$ cat src/rtl/fl_chan_pkg.sv
// Shared constants for the FX2LP channel FIFO endpoint.
// FL_CHAN_FIFO_STALL_CNT_EN adds a third status byte (RX-full stall counter).
package fl_chan_pkg;

  localparam int unsigned STAT_RX_CNT = 0;
  localparam int unsigned STAT_TX_CNT = 1;
  localparam int unsigned STAT_STALL  = 2;

  localparam int unsigned CTL_FLUSH_RX  = 0;
  localparam int unsigned CTL_FLUSH_TX  = 1;
  localparam int unsigned CTL_CLR_STALL = 2;

  localparam logic [6:0] DEF_CHAN_DATA   = 7'd0;
  localparam logic [6:0] DEF_CHAN_STATUS = 7'd1;

`ifdef FL_CHAN_FIFO_STALL_CNT_EN
  localparam int unsigned STAT_NUM = 3;
`else
  localparam int unsigned STAT_NUM = 2;
`endif

endpackage

$ cat src/rtl/fl_sync_fifo.sv
// First-word-fall-through synchronous FIFO with flush; head is read
// combinationally from memory at the read pointer.
module fl_sync_fifo #(
  parameter int unsigned WIDTH      = 8,
  parameter int unsigned DEPTH_LOG2 = 4
) (
  input  logic                  clk_in,
  input  logic                  reset_in,
  input  logic                  flush_in,
  input  logic                  push_in,
  input  logic [WIDTH-1:0]      push_data_in,
  input  logic                  pop_in,
  output logic [WIDTH-1:0]      pop_data_out,
  output logic                  full_out,
  output logic                  empty_out,
  output logic [DEPTH_LOG2:0]   count_out
);

  localparam int unsigned DEPTH = 1 << DEPTH_LOG2;

  logic [WIDTH-1:0]      mem_q [DEPTH];
  logic [DEPTH_LOG2-1:0] wr_ptr_q, wr_ptr_d;
  logic [DEPTH_LOG2-1:0] rd_ptr_q, rd_ptr_d;
  logic [DEPTH_LOG2:0]   count_q, count_d;
  logic                  do_push, do_pop;

  assign full_out     = (count_q == (DEPTH_LOG2+1)'(DEPTH));
  assign empty_out    = (count_q == '0);
  assign count_out    = count_q;
  assign pop_data_out = mem_q[rd_ptr_q];

  always_comb begin
    do_push  = push_in && !full_out;
    do_pop   = pop_in && !empty_out;
    wr_ptr_d = wr_ptr_q;
    rd_ptr_d = rd_ptr_q;
    count_d  = count_q;
    if (flush_in) begin
      wr_ptr_d = '0;
      rd_ptr_d = '0;
      count_d  = '0;
    end else begin
      if (do_push) wr_ptr_d = wr_ptr_q + DEPTH_LOG2'(1);
      if (do_pop)  rd_ptr_d = rd_ptr_q + DEPTH_LOG2'(1);
      if (do_push && !do_pop)      count_d = count_q + (DEPTH_LOG2+1)'(1);
      else if (!do_push && do_pop) count_d = count_q - (DEPTH_LOG2+1)'(1);
    end
  end

  always_ff @(posedge clk_in) begin
    if (reset_in) begin
      wr_ptr_q <= '0;
      rd_ptr_q <= '0;
      count_q  <= '0;
    end else begin
      wr_ptr_q <= wr_ptr_d;
      rd_ptr_q <= rd_ptr_d;
      count_q  <= count_d;
    end
  end

  always_ff @(posedge clk_in) begin
    if (do_push && !flush_in) mem_q[wr_ptr_q] <= push_data_in;
  end

endmodule

$ cat src/rtl/fl_chan_fifo.sv
// FX2LP channel endpoint: data channel backed by RX/TX FIFOs, status channel
// with fill levels and flush control. FL_CHAN_FIFO_STALL_CNT_EN adds a stall counter.
module fl_chan_fifo
  import fl_chan_pkg::*;
#(
  parameter logic [6:0]  CHAN_DATA   = DEF_CHAN_DATA,
  parameter logic [6:0]  CHAN_STATUS = DEF_CHAN_STATUS,
  parameter int unsigned DEPTH_LOG2  = 4
) (
  input  logic       clk_in,
  input  logic       reset_in,
  input  logic [6:0] chanAddr_in,
  input  logic [7:0] h2fData_in,
  input  logic       h2fValid_in,
  output logic       h2fReady_out,
  output logic [7:0] f2hData_out,
  output logic       f2hValid_out,
  input  logic       f2hReady_in,
  output logic [7:0] rxData_out,
  output logic       rxValid_out,
  input  logic       rxReady_in,
  input  logic [7:0] txData_in,
  input  logic       txValid_in,
  output logic       txReady_out
);

  logic                data_sel, stat_sel;
  logic                h2f_xfer, ctl_wr;
  logic                rx_push, rx_pop, rx_flush, rx_full, rx_empty;
  logic                tx_push, tx_pop, tx_flush, tx_full, tx_empty;
  logic [7:0]          tx_head, stat_byte;
  logic [DEPTH_LOG2:0] rx_count, tx_count;
  logic [1:0]          idx_q, idx_d, idx_eff;
  logic [6:0]          chan_q, chan_d;

  always_comb begin
    data_sel = (chanAddr_in == CHAN_DATA);
    stat_sel = (chanAddr_in == CHAN_STATUS);

    h2fReady_out = data_sel ? !rx_full : 1'b1;
    h2f_xfer     = h2fValid_in && h2fReady_out;
    ctl_wr       = stat_sel && h2f_xfer;
    rx_push      = data_sel && h2f_xfer;
    rx_flush     = ctl_wr && h2fData_in[CTL_FLUSH_RX];
    tx_flush     = ctl_wr && h2fData_in[CTL_FLUSH_TX];
    rx_pop       = rxReady_in && !rx_empty;
    tx_push      = txValid_in && !tx_full;
    tx_pop       = data_sel && f2hReady_in && !tx_empty;

    rxValid_out = !rx_empty;
    txReady_out = !tx_full;
  end

  fl_sync_fifo #(.WIDTH(8), .DEPTH_LOG2(DEPTH_LOG2)) u_rx_fifo (
    .clk_in       (clk_in),
    .reset_in     (reset_in),
    .flush_in     (rx_flush),
    .push_in      (rx_push),
    .push_data_in (h2fData_in),
    .pop_in       (rx_pop),
    .pop_data_out (rxData_out),
    .full_out     (rx_full),
    .empty_out    (rx_empty),
    .count_out    (rx_count)
  );

  fl_sync_fifo #(.WIDTH(8), .DEPTH_LOG2(DEPTH_LOG2)) u_tx_fifo (
    .clk_in       (clk_in),
    .reset_in     (reset_in),
    .flush_in     (tx_flush),
    .push_in      (tx_push),
    .push_data_in (txData_in),
    .pop_in       (tx_pop),
    .pop_data_out (tx_head),
    .full_out     (tx_full),
    .empty_out    (tx_empty),
    .count_out    (tx_count)
  );

`ifdef FL_CHAN_FIFO_STALL_CNT_EN
  logic [7:0] stall_q, stall_d;

  always_comb begin
    stall_d = stall_q;
    if (ctl_wr && h2fData_in[CTL_CLR_STALL])
      stall_d = '0;
    else if (data_sel && h2fValid_in && rx_full && stall_q != '1)
      stall_d = stall_q + 8'd1;
  end

  always_ff @(posedge clk_in) begin
    if (reset_in) stall_q <= '0;
    else          stall_q <= stall_d;
  end
`endif

  // A channel change is seen in the same cycle, so the first status read
  // after switching already returns byte 0.
  always_comb begin
    idx_eff = (chanAddr_in != chan_q) ? '0 : idx_q;
    chan_d  = chanAddr_in;

    stat_byte = 8'h00;
    if (idx_eff == 2'(STAT_RX_CNT))      stat_byte = 8'(rx_count);
    else if (idx_eff == 2'(STAT_TX_CNT)) stat_byte = 8'(tx_count);
`ifdef FL_CHAN_FIFO_STALL_CNT_EN
    else if (idx_eff == 2'(STAT_STALL))  stat_byte = stall_q;
`endif

    idx_d = idx_eff;
    if (stat_sel && f2hReady_in)
      idx_d = (idx_eff == 2'(STAT_NUM - 1)) ? '0 : idx_eff + 2'd1;

    if (data_sel) begin
      f2hValid_out = !tx_empty;
      f2hData_out  = tx_head;
    end else if (stat_sel) begin
      f2hValid_out = 1'b1;
      f2hData_out  = stat_byte;
    end else begin
      f2hValid_out = 1'b1;
      f2hData_out  = 8'h00;
    end
  end

  always_ff @(posedge clk_in) begin
    if (reset_in) begin
      idx_q  <= '0;
      chan_q <= chanAddr_in;
    end else begin
      idx_q  <= idx_d;
      chan_q <= chan_d;
    end
  end

endmodule

$ cat config.mk
export PLATFORM = sky130hd
export DESIGN_NAME = fl_chan_fifo
export DESIGN_NICKNAME = d
export VERILOG_FILES = /design/src/rtl/fl_chan_pkg.sv /design/src/rtl/fl_sync_fifo.sv /design/src/rtl/fl_chan_fifo.sv
export SDC_FILE = /design/constraint.sdc
export NUM_CORES = 1
export LEC_CHECK = 0
export CAP_MARGIN = 20
export CORE_MARGIN = 2
export CORE_UTILIZATION = 45
export DETAILED_ROUTE_END_ITERATION = 10
export PLACE_DENSITY_LB_ADDON = 0.08
export SLEW_MARGIN = 20
export SYNTH_ARGS = -nofsm -noshare
export SYNTH_HDL_FRONTEND = slang
export SYNTH_SLANG_ARGS = --single-unit
$ cat constraint.sdc
create_clock -name clk_in -period 3.56 [get_ports clk_in]
set_input_delay 0.356 -clock clk_in [delete_from_list [all_inputs] [get_ports clk_in]]
set_output_delay 0.356 -clock clk_in [all_outputs]
set_load 0.005 [all_outputs]
==> results.md <==
- Of all cell types, the one taking the most synthesized area is sky130_fd_sc_hd__edfxtp_1.
- The number of warning messages in the yosys log is 0.
- The peak supply drop is 0.465 mV.
- In this run the clock root is driven by a sky130_fd_sc_hd__clkbuf_16.
- The die covers 28000 um2.
- The commonest cells after synthesis are sky130_fd_sc_hd__edfxtp_1 (256), sky130_fd_sc_hd__mux4_2 (62), sky130_fd_sc_hd__nor2_1 (61), sky130_fd_sc_hd__dfxtp_1 (43).
- In this run the tool buffered the top-level ports with 48 buffer cells.
- The number of placed I/O pins is 49.
- The total half-perimeter wirelength after legalization and detailed placement is 15.9 mm.
- The area added between synthesis and finish is 18.3%.
- The portion of synthesized area spent on multiplexers is 0.152.
- The post-synthesis share of cell area spent on xor and xnor gates is 0.0183.
- The floorplan row count is 59.
- The post-layout net count is 798.
- The max-slew violation count is 0.
- The floorplan step set the die width to 167 um.
- The core region is 26100 um2.
- The first detailed-routing pass took 9 iterations.
- Of the total synthesized cell area, the portion taken by full adders, half adders and majority gates is 0.0221.
- The number of synthesized flops with an enable pin is 256.
- The achievable clock frequency is 299 MHz.
- After synthesis, the mean cell area works out to 18.4 um2.
- For this design the static power due to leakage is 4.62 nW.
- The overall track demand over capacity in global routing is 0.173.
- For this design the ratio of total power to cell area is 590 nW/um2.
- The worst setup path is launched from a flip-flop.
- The nature of the critical path endpoint is an output port.
- The required time of the critical path is 3200 ps.
- The post-CTS setup-driven buffer insertion count is 0.
- Clock-pin slew was measured on the worst setup and hold paths at 60 ps.
- The reg-to-reg critical path startpoint is u_rx_fifo.count_out[0].
- The worst slack at placement is 51.6 ps.
- In this run the cell area of the synthesized design comes to 12000 um2.
- Across the run, the number of max-cap violations was 0.
- The netlist uses 46 different library cells.
- The critical path start-end classification is reg -> out.
- The initial utilization of the core area, before any placement, comes to 0.459.
- In the final routed layout, each cell accounts on average for 21.3 um.
- The checks that failed: design-rule violations.
- The number of standard cells after synthesis is 650.
- The first global-routing pass estimated 36.6 mm of wire.
- Setup repair after global routing left no endpoint under its margin.
- Of the post-synthesis cell area, the dominant cell type holds 0.641.
- The share of the Yosys chip area taken by registers is 0.713.
- Buffers inserted during clock tree synthesis total 30.
- The dominant synthesized flop cell is sky130_fd_sc_hd__edfxtp_1.
- In the final layout, the share of cells above drive strength 1 is 0.217.
- The utilization after layout is 0.543.
- The signal arrival time at the worst endpoint is 2980 ps.
- The final setup violation count is 0.
- The overall die height is 167 um.
- The run finished, with violations left.
- In this run the worst hold path is classified as in -> reg.
- The combinational family with the most area after synthesis is multiplexers.
- Dividing the final minimum period by the clock period gives 0.938.
- The post-detailed-route count of antenna-violating nets is 0.
- The worst pin sits at a relative slew slack of 0.614.
- The synthesized design contains 299 register bits.
- Buffers inserted to repair hold after CTS numbered 0.
- The via density per instance is 5.44.
- The number of failing hold endpoints at the final stage came to 0.
- The total overflow reported by the global router is 0.
- The maximum root-to-sink buffer count is 3.
- The largest net degree at the start of global routing is 33.
- After layout, the worst setup slack is 220 ps.
- The total negative slack for setup checks is 0 ps.
- The via count of the first global-routing pass is 6295.
- After detailed routing, the number of remaining DRC violations is 2.
- The initial antenna violation count is 1.
- The startpoint of the lowest-slack hold path is chanAddr_in[5].
- Of all nets on the critical path, the largest fanout is 29.
- The maximum level of the CTS H-tree is 1.
- Clock latency on the worst-skew pair, taken at its later pin, is 550 ps.
- TritonCTS built the clock tree.
- In this run, the number of DRC markers left after iteration 0 of detailed routing was 416.
- The fraction of the mapped netlist area in compound gates is 0.0275.
- The async set or reset register ratio after synthesis is 0.
- After the flow finishes, the layout carries non-filler instances totaling 1109.
- The clock sink count is 299.
- By area the synthesized netlist is led by sky130_fd_sc_hd__edfxtp_1 (64%), sky130_fd_sc_hd__mux4_2 (12%), sky130_fd_sc_hd__dfxtp_1 (7.2%).
- The final routed wirelength across all metal layers is 23.6 mm.
- The dominant cell by count in the synthesized netlist is sky130_fd_sc_hd__edfxtp_1.
- The worst clock skew is 9.99 ps.
- At the end of routability-driven placement, the weighted congestion stood at 0.791.
- The post-layout minimum cycle time is 3340 ps.
- Counting every net in the synthesized netlist gives 699.
- For the pin with the worst max-slew slack, the measured transition is 578 ps.
- The post-synthesis simple-gate area fraction is 0.0518.
- The total vias in the final route is 6034.
- In this run, placement finished with an instance count of 1052.
## layer usage
| layer | vias to the layer above | share of wire | track usage |
|---|---|---|---|
| met1 | 3110 | 0.41 | 0.211 |
| met5 | - | 0 | 0 |
| met2 | 109 | 0.54 | 0.320 |
| li1 | 2791 | - | - |
| met4 | 0 | 0.013 | 0.0442 |
| met3 | 24 | 0.038 | 0.0288 |
## placed cells by master (no fill, tap or decap), drive strengths merged, types with 13 or more instances in the layout
master         count
buf               46
mux4              72
clkbuf            36
clkdlybuf4s50     48
edfxtp           256
nor2              61
ha                18
nand2             18
xor2              13
dfxtp             43
a21oi             17
clkinv            13
## critical path, stage by stage, from the launching register on
cell                              delay (ps)
sky130_fd_sc_hd__dfxtp_1                 350
sky130_fd_sc_hd__buf_12                  230
sky130_fd_sc_hd__mux4_1                  560
sky130_fd_sc_hd__nor2b_1                 150
sky130_fd_sc_hd__a211oi_2                320
sky130_fd_sc_hd__a211oi_1                 90
sky130_fd_sc_hd__a221o_1                 280
sky130_fd_sc_hd__clkdlybuf4s50_1         450
## per-stage QoR
stage / power (W) / instance area, um2 / hold slack [ps]
after floorplan: 0.00479 / 12000 / 384
after global placement: 0.00516 / 13100 / 481
after detailed placement: 0.00520 / 13100 / 482
after CTS: 0.00847 / 14200 / 303
after global routing: 0.00873 / 14200 / 315
final: 0.00837 / 14200 / 328
## path summary, 6_finish.rpt
kind / cells after the start / slack, ps / to
setup reg to reg: 11 / 340 / u_rx_fifo.count_out[4]
hold / removal: 1 / 330 / chan_q[5]
hold reg to reg: 2 / 490 / flip-flop
setup / recovery: 7 / 220 / f2hData_out[1]
## final cells by class
cell class | instances | area, um2
Clock inverter | 20 | 262
Multi-Input combinational cell | 312 | 3260
Clock buffer | 36 | 773
Fill cell | 2067 | 12000
Inverter | 12 | 45.0
Tap cell | 335 | 419
Sequential cell | 299 | 8550
Antenna cell | 1 | 2.50
Timing Repair Buffer | 94 | 863
## power breakdown
group          switching [W]  internal [W]
combinational       0.000522      0.000580
sequential          0.000111       0.00390
clock                0.00127       0.00198
## sequential cells by signal, indices dropped and copies added, names as in the netlist, named ones only
signal	flops
chan_q	7
u_rx_fifo.wr_ptr_q	4
u_rx_fifo.mem_q	128
u_tx_fifo.rd_ptr_q	4
idx_q	2
u_rx_fifo.rd_ptr_q	4
u_tx_fifo.wr_ptr_q	4
u_rx_fifo.count_out	5
u_tx_fifo.mem_q	128
u_tx_fifo.count_out	5
## what timing repair did
action                                  in CTS  in global routing
gates resized for setup                      2                  0
endpoints found under the setup margin       1                  0
hold endpoints to repair                     0                  0
## cells by family (layout without fill, tap and decap cells)
| group | Yosys count | in the layout |
|---|---|---|
| multiplexers | 88 | 88 |
| buffers and inverters | 39 | 162 |
| other | 0 | 1 |
| AO/OA/AOI/OAI | 51 | 51 |
| flip-flops | 299 | 299 |
| XOR/XNOR | 25 | 25 |
| adder cells (fa/ha/maj) | 20 | 20 |
| AND/OR/NAND/NOR | 128 | 128 |
(Power assumes the default switching activity.)
